## src/rtl/csr_row_fetch.sv

```systemverilog
// csr_row_fetch
//   Walks a CSR-encoded feature matrix H row by row and assembles one dense
//   row packet per row (column indices, values, row info) zero-padded to
//   DOT_PRODUCT_SIZE slots. Each packet is presented on a valid/ready
//   handshake; done_o pulses once after the last row is accepted.
//
// Ports
//   clk, rst_n        clock, asynchronous active-low reset
//   start_i           begin fetching rows 0..H_NUM_OF_ROWS-1 (IDLE only)
//   info_rd_o/addr_o  row-info memory read port (synchronous, 1-cycle latency)
//   info_i            row-info word: [W-1:1] row length, [0] source-node flag
//   elem_rd_o/addr_o  element memory read port (synchronous, 1-cycle latency)
//   elem_col_idx_i    element column index
//   elem_value_i      element value
//   row_valid_o       packet valid
//   row_ready_i       consumer accepts packet
//   row_col_idx_o     per-slot column indices
//   row_value_o       per-slot values
//   row_info_o        saturated row length + source-node flag
//   row_idx_o         index of the presented row
//   done_o            one-cycle pulse after the last handshake
//   len_err_o         sticky: a row length exceeded DOT_PRODUCT_SIZE
module csr_row_fetch #(
    parameter int DATA_WIDTH       = 8,
    parameter int DOT_PRODUCT_SIZE = 5,
    parameter int H_NUM_OF_ROWS    = 5,
    parameter int NNZ_DEPTH        = 64,
    parameter int COL_IDX_WIDTH    = $clog2(DOT_PRODUCT_SIZE),
    parameter int ROW_LEN_WIDTH    = $clog2(DOT_PRODUCT_SIZE + 1),
    parameter int ROW_INFO_WIDTH   = ROW_LEN_WIDTH + 1,
    parameter int NNZ_ADDR_W       = $clog2(NNZ_DEPTH),
    parameter int ROW_ADDR_W       = $clog2(H_NUM_OF_ROWS)
) (
    input  logic                                              clk,
    input  logic                                              rst_n,
    input  logic                                              start_i,
    output logic                                              info_rd_o,
    output logic [ROW_ADDR_W-1:0]                             info_addr_o,
    input  logic [ROW_INFO_WIDTH-1:0]                         info_i,
    output logic                                              elem_rd_o,
    output logic [NNZ_ADDR_W-1:0]                             elem_addr_o,
    input  logic [COL_IDX_WIDTH-1:0]                          elem_col_idx_i,
    input  logic [DATA_WIDTH-1:0]                             elem_value_i,
    output logic                                              row_valid_o,
    input  logic                                              row_ready_i,
    output logic [0:DOT_PRODUCT_SIZE-1][COL_IDX_WIDTH-1:0]    row_col_idx_o,
    output logic [0:DOT_PRODUCT_SIZE-1][DATA_WIDTH-1:0]       row_value_o,
    output logic [ROW_INFO_WIDTH-1:0]                         row_info_o,
    output logic [ROW_ADDR_W-1:0]                             row_idx_o,
    output logic                                              done_o,
    output logic                                              len_err_o
);

    typedef enum logic [2:0] {
        S_IDLE,
        S_INFO,
        S_INFO_CAP,
        S_ELEM,
        S_ELEM_TAIL,
        S_OUT,
        S_DONE
    } state_t;

    localparam logic [ROW_LEN_WIDTH-1:0] MAX_LEN  = ROW_LEN_WIDTH'(DOT_PRODUCT_SIZE);
    localparam logic [ROW_ADDR_W-1:0]    LAST_ROW = ROW_ADDR_W'(H_NUM_OF_ROWS - 1);

    state_t state;
    state_t state_next;

    logic [ROW_ADDR_W-1:0]                          row_cnt;
    logic [NNZ_ADDR_W-1:0]                          ptr;
    logic [ROW_LEN_WIDTH-1:0]                       len_raw;     // unsaturated length, drives read count
    logic [ROW_LEN_WIDTH-1:0]                       issue_cnt;
    logic [ROW_LEN_WIDTH-1:0]                       cap_cnt;
    logic                                           rd_d;        // element data arrives this cycle
    logic                                           len_err;
    logic [ROW_INFO_WIDTH-1:0]                      row_info_q;
    logic [0:DOT_PRODUCT_SIZE-1][COL_IDX_WIDTH-1:0] slot_col;
    logic [0:DOT_PRODUCT_SIZE-1][DATA_WIDTH-1:0]    slot_val;

    logic [ROW_LEN_WIDTH-1:0] info_len;
    logic [ROW_LEN_WIDTH-1:0] info_len_sat;

    assign info_len     = info_i[ROW_INFO_WIDTH-1:1];
    assign info_len_sat = (info_len > MAX_LEN) ? MAX_LEN : info_len;

    assign info_addr_o   = row_cnt;
    assign elem_addr_o   = ptr;
    assign row_idx_o     = row_cnt;
    assign row_info_o    = row_info_q;
    assign row_col_idx_o = slot_col;
    assign row_value_o   = slot_val;
    assign len_err_o     = len_err;

    always_ff @(posedge clk or negedge rst_n) begin
        if (!rst_n) begin
            state <= S_IDLE;
        end else begin
            state <= state_next;
        end
    end

    always_comb begin
        state_next  = state;
        info_rd_o   = 1'b0;
        elem_rd_o   = 1'b0;
        row_valid_o = 1'b0;
        done_o      = 1'b0;
        unique case (state)
            S_IDLE: begin
                if (start_i) begin
                    state_next = S_INFO;
                end
            end
            S_INFO: begin
                info_rd_o  = 1'b1;
                state_next = S_INFO_CAP;
            end
            S_INFO_CAP: begin
                state_next = (info_len == '0) ? S_OUT : S_ELEM;
            end
            S_ELEM: begin
                elem_rd_o = 1'b1;
                if (issue_cnt == len_raw - ROW_LEN_WIDTH'(1)) begin
                    state_next = S_ELEM_TAIL;
                end
            end
            S_ELEM_TAIL: begin
                state_next = S_OUT;
            end
            S_OUT: begin
                row_valid_o = 1'b1;
                if (row_ready_i) begin
                    state_next = (row_cnt == LAST_ROW) ? S_DONE : S_INFO;
                end
            end
            S_DONE: begin
                done_o     = 1'b1;
                state_next = S_IDLE;
            end
            default: begin
                state_next = S_IDLE;
            end
        endcase
    end

    always_ff @(posedge clk or negedge rst_n) begin
        if (!rst_n) begin
            row_cnt    <= '0;
            ptr        <= '0;
            len_raw    <= '0;
            issue_cnt  <= '0;
            cap_cnt    <= '0;
            rd_d       <= 1'b0;
            len_err    <= 1'b0;
            row_info_q <= '0;
            slot_col   <= '0;
            slot_val   <= '0;
        end else begin
            rd_d <= (state == S_ELEM);

            if (state == S_IDLE && start_i) begin
                row_cnt    <= '0;
                ptr        <= '0;
                len_err    <= 1'b0;
                row_info_q <= '0;
            end

            // Every row starts from an all-zero packet so unused slots pad to 0.
            if (state_next == S_INFO && state != S_INFO) begin
                slot_col  <= '0;
                slot_val  <= '0;
                cap_cnt   <= '0;
                issue_cnt <= '0;
            end

            if (state == S_INFO_CAP) begin
                len_raw    <= info_len;
                row_info_q <= {info_len_sat, info_i[0]};
                if (info_len > MAX_LEN) begin
                    len_err <= 1'b1;
                end
            end

            // Pointer advances for every read, including those past the last
            // slot, so the next row stays aligned in element memory.
            if (state == S_ELEM) begin
                ptr       <= ptr + NNZ_ADDR_W'(1);
                issue_cnt <= issue_cnt + ROW_LEN_WIDTH'(1);
            end

            if (rd_d) begin
                if (cap_cnt < MAX_LEN) begin
                    slot_col[cap_cnt[COL_IDX_WIDTH-1:0]] <= elem_col_idx_i;
                    slot_val[cap_cnt[COL_IDX_WIDTH-1:0]] <= elem_value_i;
                end
                cap_cnt <= cap_cnt + ROW_LEN_WIDTH'(1);
            end

            if (state == S_OUT && row_ready_i && row_cnt != LAST_ROW) begin
                row_cnt <= row_cnt + ROW_ADDR_W'(1);
            end
        end
    end

endmodule

```

## config.mk

```make
export PLATFORM = sky130hd
export DESIGN_NAME = csr_row_fetch
export DESIGN_NICKNAME = d
export VERILOG_FILES = /design/src/rtl/csr_row_fetch.sv
export SDC_FILE = /design/constraint.sdc
export NUM_CORES = 1
export LEC_CHECK = 0
export BUFFER_PORTS_ARGS = -buffer_cell sky130_fd_sc_hd__buf_2
export CORE_MARGIN = 2
export CORE_UTILIZATION = 48
export DETAILED_ROUTE_END_ITERATION = 7
export MAX_ROUTING_LAYER = met4
export PLACE_DENSITY = 0.85
export RECOVER_POWER = 50
export SLEW_MARGIN = 20
export SYNTH_ARGS = -nofsm -noshare
export SYNTH_HDL_FRONTEND = slang
export SYNTH_SLANG_ARGS = --single-unit
```

## constraint.sdc

```tcl
create_clock -name clk -period 1.66 [get_ports clk]
set_input_delay 0.083 -clock clk [delete_from_list [all_inputs] [get_ports clk]]
set_output_delay 0.083 -clock clk [all_outputs]
set_load 0.02 [all_outputs]
```

# ---- After elaboration in Yosys (flattened, before gate mapping)
# Cells that the tools add are included.
dict set report word_totals {
  elab_cells 87
  reg_bits 82
  input_bits 19
  output_inout_bits 76
}
dict set report op_classes {
  n_addsub 5
  n_reduce_logical 12
  magnitude_cmp 4
  bitwise_logic 1
  mux 35
  n_eq_ne 11
}
# operator n
set ops {}
lappend ops {{2-to-1 mux 40 bit} 3}
lappend ops {{2-to-1 mux 15 bit} 3}
lappend ops {{bitwise mux 40 bit} 1}
lappend ops {{2-to-1 mux 3 bit} 12}
lappend ops {{demux 8 bit (select 3 bit)} 1}
lappend ops {{one-hot mux 3 bit (6 select lines)} 1}
lappend ops {{bitwise mux 15 bit} 1}
lappend ops {{== test 3 bit (second input constant)} 4}
lappend ops {{2-to-1 mux 6 bit} 2}
lappend ops {{nonzero test 2 bit} 5}
lappend ops {{adder 3 x 1 -> 3 bit (second input constant)} 3}
lappend ops {{demux 3 bit (select 3 bit)} 1}
lappend ops {{2-to-1 mux 4 bit} 2}
lappend ops {{2-to-1 mux 8 bit} 1}
lappend ops {{2-to-1 mux 1 bit} 7}
lappend ops {{adder 6 x 1 -> 6 bit (second input constant)} 1}
lappend ops {{== test 3 x 1 -> 1 bit (second input constant)} 2}
lappend ops {{== test 3 x 2 -> 1 bit (second input constant)} 2}
lappend ops {{logical NOT 3 bit} 2}
lappend ops {{logical AND 1 bit} 5}
lappend ops {{greater-or-equal comparator 4 bit (second input constant)} 1}
lappend ops {{< comparator 4 x 1 -> 1 bit (second input constant)} 1}
lappend ops {{NOT 3 -> 4 bit} 1}
lappend ops {{== test 3 bit} 1}
lappend ops {{other kinds (5)} 5}

# ---- Logic depth before layout (Yosys ltp)
dict set report depth {
  word_depth 10
  mapped_depth 9
  ltp_nobuf 7
}

# ---- Worst setup path after synthesis
# OpenSTA, ideal clock, no wires.
dict set report synth_timing {
  path_type {register to register}
  from {reg state[1]}
  to {reg row_cnt[2], in the netlist info_addr_o[2]}
  t_required_ns 1.518
  t_arrival_ns 1.631
  path_slack_ns -0.112
  path_stages_with_launch 8
  path_cell_list {dfrtp_1 buf_4 and3b_1 and3_4 o211ai_4 nor2_8 buf_6 a31oi_4}
}
dict set report synth_via {
  elab_chain_len 4
  word_cells_on_any_way 7
}
# item line
set synth_lines {}
lappend synth_lines {{from (decl)} 67} ;# state_t state;
lappend synth_lines {{from (signal assigned)} 99} ;# state <= state_next;
lappend synth_lines {{== test 3 bit} 200} ;# if (state == S_OUT && row_ready_i && row_cnt != LAST_ROW) begin
lappend synth_lines {{logical AND 1 bit (2 in series)} 200}
lappend synth_lines {{2-to-1 mux 3 bit / nonzero test 2 bit (equally long branches)} -}
lappend synth_lines {{to (signal assigned)} 201} ;# row_cnt <= row_cnt + ROW_ADDR_W'(1);
lappend synth_lines {{to (decl)} 70} ;# logic [ROW_ADDR_W-1:0] row_cnt;
# Parallel ways exist; a longest one is shown, timed or not.
# A chain may end at the register's enable or synchronous reset.

# ---- Worst setup path after layout
dict set report layout_timing {
  from {reg row_cnt[1], in the netlist info_addr_o[1]}
  to {reg slot_val (netlist bit row_value_o[33])}
}
dict set report layout_via {
  elab_chain_len 10
}
# item line
set layout_lines {}
lappend layout_lines {{== test 3 bit (*)} 134} ;# state_next = (row_cnt == LAST_ROW) ? S_DONE : S_INFO;
lappend layout_lines {{2-to-1 mux 3 bit (*)} 134}
lappend layout_lines {{2-to-1 mux 3 bit (*)} 133} ;# if (row_ready_i) begin
lappend layout_lines {{one-hot mux 3 bit (6 select lines) (*)} 109} ;# unique case (state)
lappend layout_lines {{== test 3 x 1 -> 1 bit (*)} 170} ;# if (state_next == S_INFO && state != S_INFO) begin
lappend layout_lines {{logical AND 1 bit (*)} 170}
lappend layout_lines {{2-to-1 mux 40 bit (*)} 170}
lappend layout_lines {{bitwise mux 40 bit} 195} ;# slot_val[cap_cnt[COL_IDX_WIDTH-1:0]] <= elem_value_i;
lappend layout_lines {{2-to-1 mux 40 bit} 193} ;# if (cap_cnt < MAX_LEN) begin
lappend layout_lines {{2-to-1 mux 40 bit (*)} 192} ;# if (rd_d) begin
lappend layout_lines {{to (signal, indexed assignment)} 195}
lappend layout_lines {{to (decl)} 79} ;# logic [0:DOT_PRODUCT_SIZE-1][DATA_WIDTH-1:0] slot_val;
# Every way passes the cells marked *; elsewhere a longest branch is shown, timed or not.

==> flow_summary.json <==
{
  "setup_viol": 0,
  "drc": 0,
  "worst-path-buf-inv": 2,
  "fmax_mhz": 604,
  "maxSlewViolCount": 0,
  "fin_crit_ns": 1.66,
  "hp-class": "input port to flip-flop",
  "first_global_vias": 3072,
  "port_buffers": 94,
  "total_power_mw": 9.63,
  "avgViaCountPerCell": 5.19,
  "slowest_delay_ns": 0.42,
  "synthFlopType": "dfrtp_1",
  "endpoint_kind": "flip-flop",
  "first_pass_iters": 4,
  "overflow": 0,
  "grt.busiest_layer": "met2",
  "power_density_nw_per_um2": 2010,
  "worst_pin_slew_ns": 1.03,
  "start_util_pct": 50.0,
  "startpoint_type": "flip-flop",
  "cp.required_ns": 1.93,
  "grt_pass1_wl_um": 14700,
  "yosys_warnings": 0,
  "ys_types": 41,
  "cpLargestDelayFamily": "flip-flops",
  "worst_clock_skew_ns": 0.0152,
  "synth_nets": 415,
  "synthesis.area_um2": 3890,
  "fin_crit_sh_pct": 99.7,
  "clock_latency_ns": 0.35,
  "ys_seq_area_share_pct": 52.8,
  "drive_above_1_share_pct": 41.5,
  "tritoncts": "built",
  "syn_to_final_growth_pct": 23.2,
  "cp_slowest_cell": "dfrtp_2",
  "antenna_left": 0,
  "grt_max_degree": 44,
  "coreArea_um2": 7770,
  "syn_area_per_cell_um2": 9.96,
  "vias": 3144,
  "final-seq-area_um2": 2060,
  "crit_arrival_ns": 1.93,
  "clockRootBuffer": "clkbuf_8",
  "place_area_um2": 4570,
  "grtUsageMet1_pct": 28.9,
  "gr-usage-met2_pct": 36.2,
  "dp_hpwl_um": 6710,
  "fillCellCount": 662,
  "async_reset_ff_share_pct": 100,
  "antenna_found_initial": 0,
  "globalRouteTotalUtil_pct": 22.1,
  "place_congestion": 0.851,
  "multi_input_area_um2": 1660,
  "drv_cap": 0,
  "slew_headroom_pct": 31.1,
  "antenna-diode-count": 0,
  "ys_ff_latch": 82,
  "numClockSinks": 82,
  "leakage_nw": 2.38,
  "drt_wl_total_um": 9150,
  "synth_edf_count": 0,
  "die_h_um": 94.0,
  "status": "complete, no violations",
  "cts_htree_levels": 3,
  "nets": 524,
  "io_pins": 95,
  "synth_cells": 390,
  "hold_violations": 0,
  "cts.clk_slew.worst_paths_ns": 0.09,
  "cts-buffers-inserted": 9,
  "crit_type": "flip-flop to flip-flop",
  "rsz0062_at_grt": "true",
  "dieArea_um2": 8830,
  "wire_per_inst_um": 15.1,
  "cp_cell_sequence": "inv_2, ha_2, nand2_1, and3_4, o211ai_4, nor2_8, buf_12, o21ai_2",
  "fp-row-count": 32,
  "hold_ws_ns": 0.0155,
  "path_max_fanout": 19,
  "finalSetupTns_ns": 0,
  "use_met3_pct": 3.37,
  "drt_iter0_markers": 196,
  "cts.path.max_buffers": 2,
  "peakVddDrop_v": 0.000684,
  "final_cell_area_um2": 4790,
  "die_w_um": 94.0
}
cell usage after synthesis, types with 2 or more instances:
master,count,area [µm²]
a21oi_1,8,40.0
a21oi_2,2,17.5
a22o_1,3,26.3
a32o_1,2,20.0
buf_4,6,45.0
buf_6,6,67.6
clkbuf_1,13,48.8
dfrtp_1,82,2050
ha_1,6,75.1
inv_1,6,22.5
nand2_1,127,477
nand2b_1,7,43.8
nand3_1,4,20.0
nand4_1,2,12.5
nor2_1,8,30.0
nor2b_1,5,31.3
nor3_1,4,20.0
o21ai_0,13,65.1
o21ai_1,3,15.0
o21ai_2,57,499
or2_2,2,12.5
or3_1,2,12.5
xor2_1,4,35.0
state kept, by name (all words and copies together) (netlist names):
name           count
rd_d               1
len_raw            3
info_addr_o        3
elem_addr_o        6
cap_cnt            3
row_info_o         4
state              3
row_col_idx_o     15
issue_cnt          3
row_value_o       40
len_err_o          1
metal layers:
metal / part of all wire (%) / up-vias
li1: - / 1521
met1: 43 / 1543
met2: 52 / 71
met3: 4.1 / 9
met4: 0.90 / 0
met5: 0 / -
cell usage in the layout, fill, tap and decap left out, types with 3 or more instances in the layout:
master,n
nand3_1,4
dfrtp_1,77
buf_12,3
xor2_1,4
buf_2,86
nor2_1,8
inv_1,5
nand2b_1,7
buf_4,20
o21ai_1,4
nor3_1,3
clkbuf_1,8
nor2b_1,5
a21oi_1,8
o21ai_0,11
dfrtp_2,5
clkbuf_8,9
dlygate4sd3_1,4
a22o_1,3
o21ai_2,58
nand2_1,127
ha_1,5
per-stage QoR:
| stage | util [%] | std cells | setup slack [ns] |
|---|---|---|---|
| after global placement | 58.8 | 586 | 0.0566 |
| final | 61.6 | 606 | 0.00437 |
| after global routing | 61.6 | 606 | -0.0865 |
| after CTS | 61.6 | 606 | -0.00395 |
| after detailed placement | 58.8 | 586 | -0.0107 |
| after floorplan | - | 390 | -0.0289 |
timing repair:
item / CTS / global route
buffers inserted: 0 / 0
pin swaps: 2 / 1
endpoints found under the hold margin: 45 / 0
endpoints found under the setup margin: 43 / 72
resized for setup: 1 / 10
hold buffers: 4 / 0
worst min-delay path: stages:
cell and delay [ns]:
buf_2 0.14, nand2_1 0.07, o21ai_2 0.05
cell type report:
type	instances	area share [%]
well taps	102	2.67
repair buffers	123	15.3
clock buffers	10	2.67
inverters	7	0.549
flip-flops and latches	82	43.0
clock inverters	6	1.05
multi-input cells	276	34.7
final timing paths:
check | startpoint | end | slack [ns] | cells after the start
setup / recovery | info_addr_o[1] | row_value_o[33] | 0.004 | 8
hold / removal | elem_value_i[1] | row_value_o[25] | 0.02 | 3
setup reg to reg | info_addr_o[1] | row_value_o[33] | 0.004 | 8
hold reg to reg | row_info_o[2] | row_info_o[2] | 0.51 | 1
max in group asynchronous | rst_n | row_col_idx_o[6] | 0.31 | 3
min in group asynchronous | rst_n | row_info_o[2] | 0.43 | 2
kinds of logic after synthesis:
group	Yosys count	synth area share [%]
buffers and inverters	32	4.83
xor gates and xnor gates	5	1.13
adders and majority gates	6	1.93
DFF	82	52.8
muxes	2	0.547
and+or+nand+nor	169	19.2
AOI/OAI and AO/OA	94	19.6
report_power, final:
group | leakage [nW] | total (mW) | internal, mW | switching (mW)
Combinational | 1.20 | 4.95 | 1.86 | 3.09
Sequential | 1.09 | 3.36 | 2.78 | 0.587
Clock | 0.0892 | 1.32 | 0.565 | 0.758
Total | 2.38 | 9.63 | 5.20 | 4.43
Power figures use the tool's default switching activity.
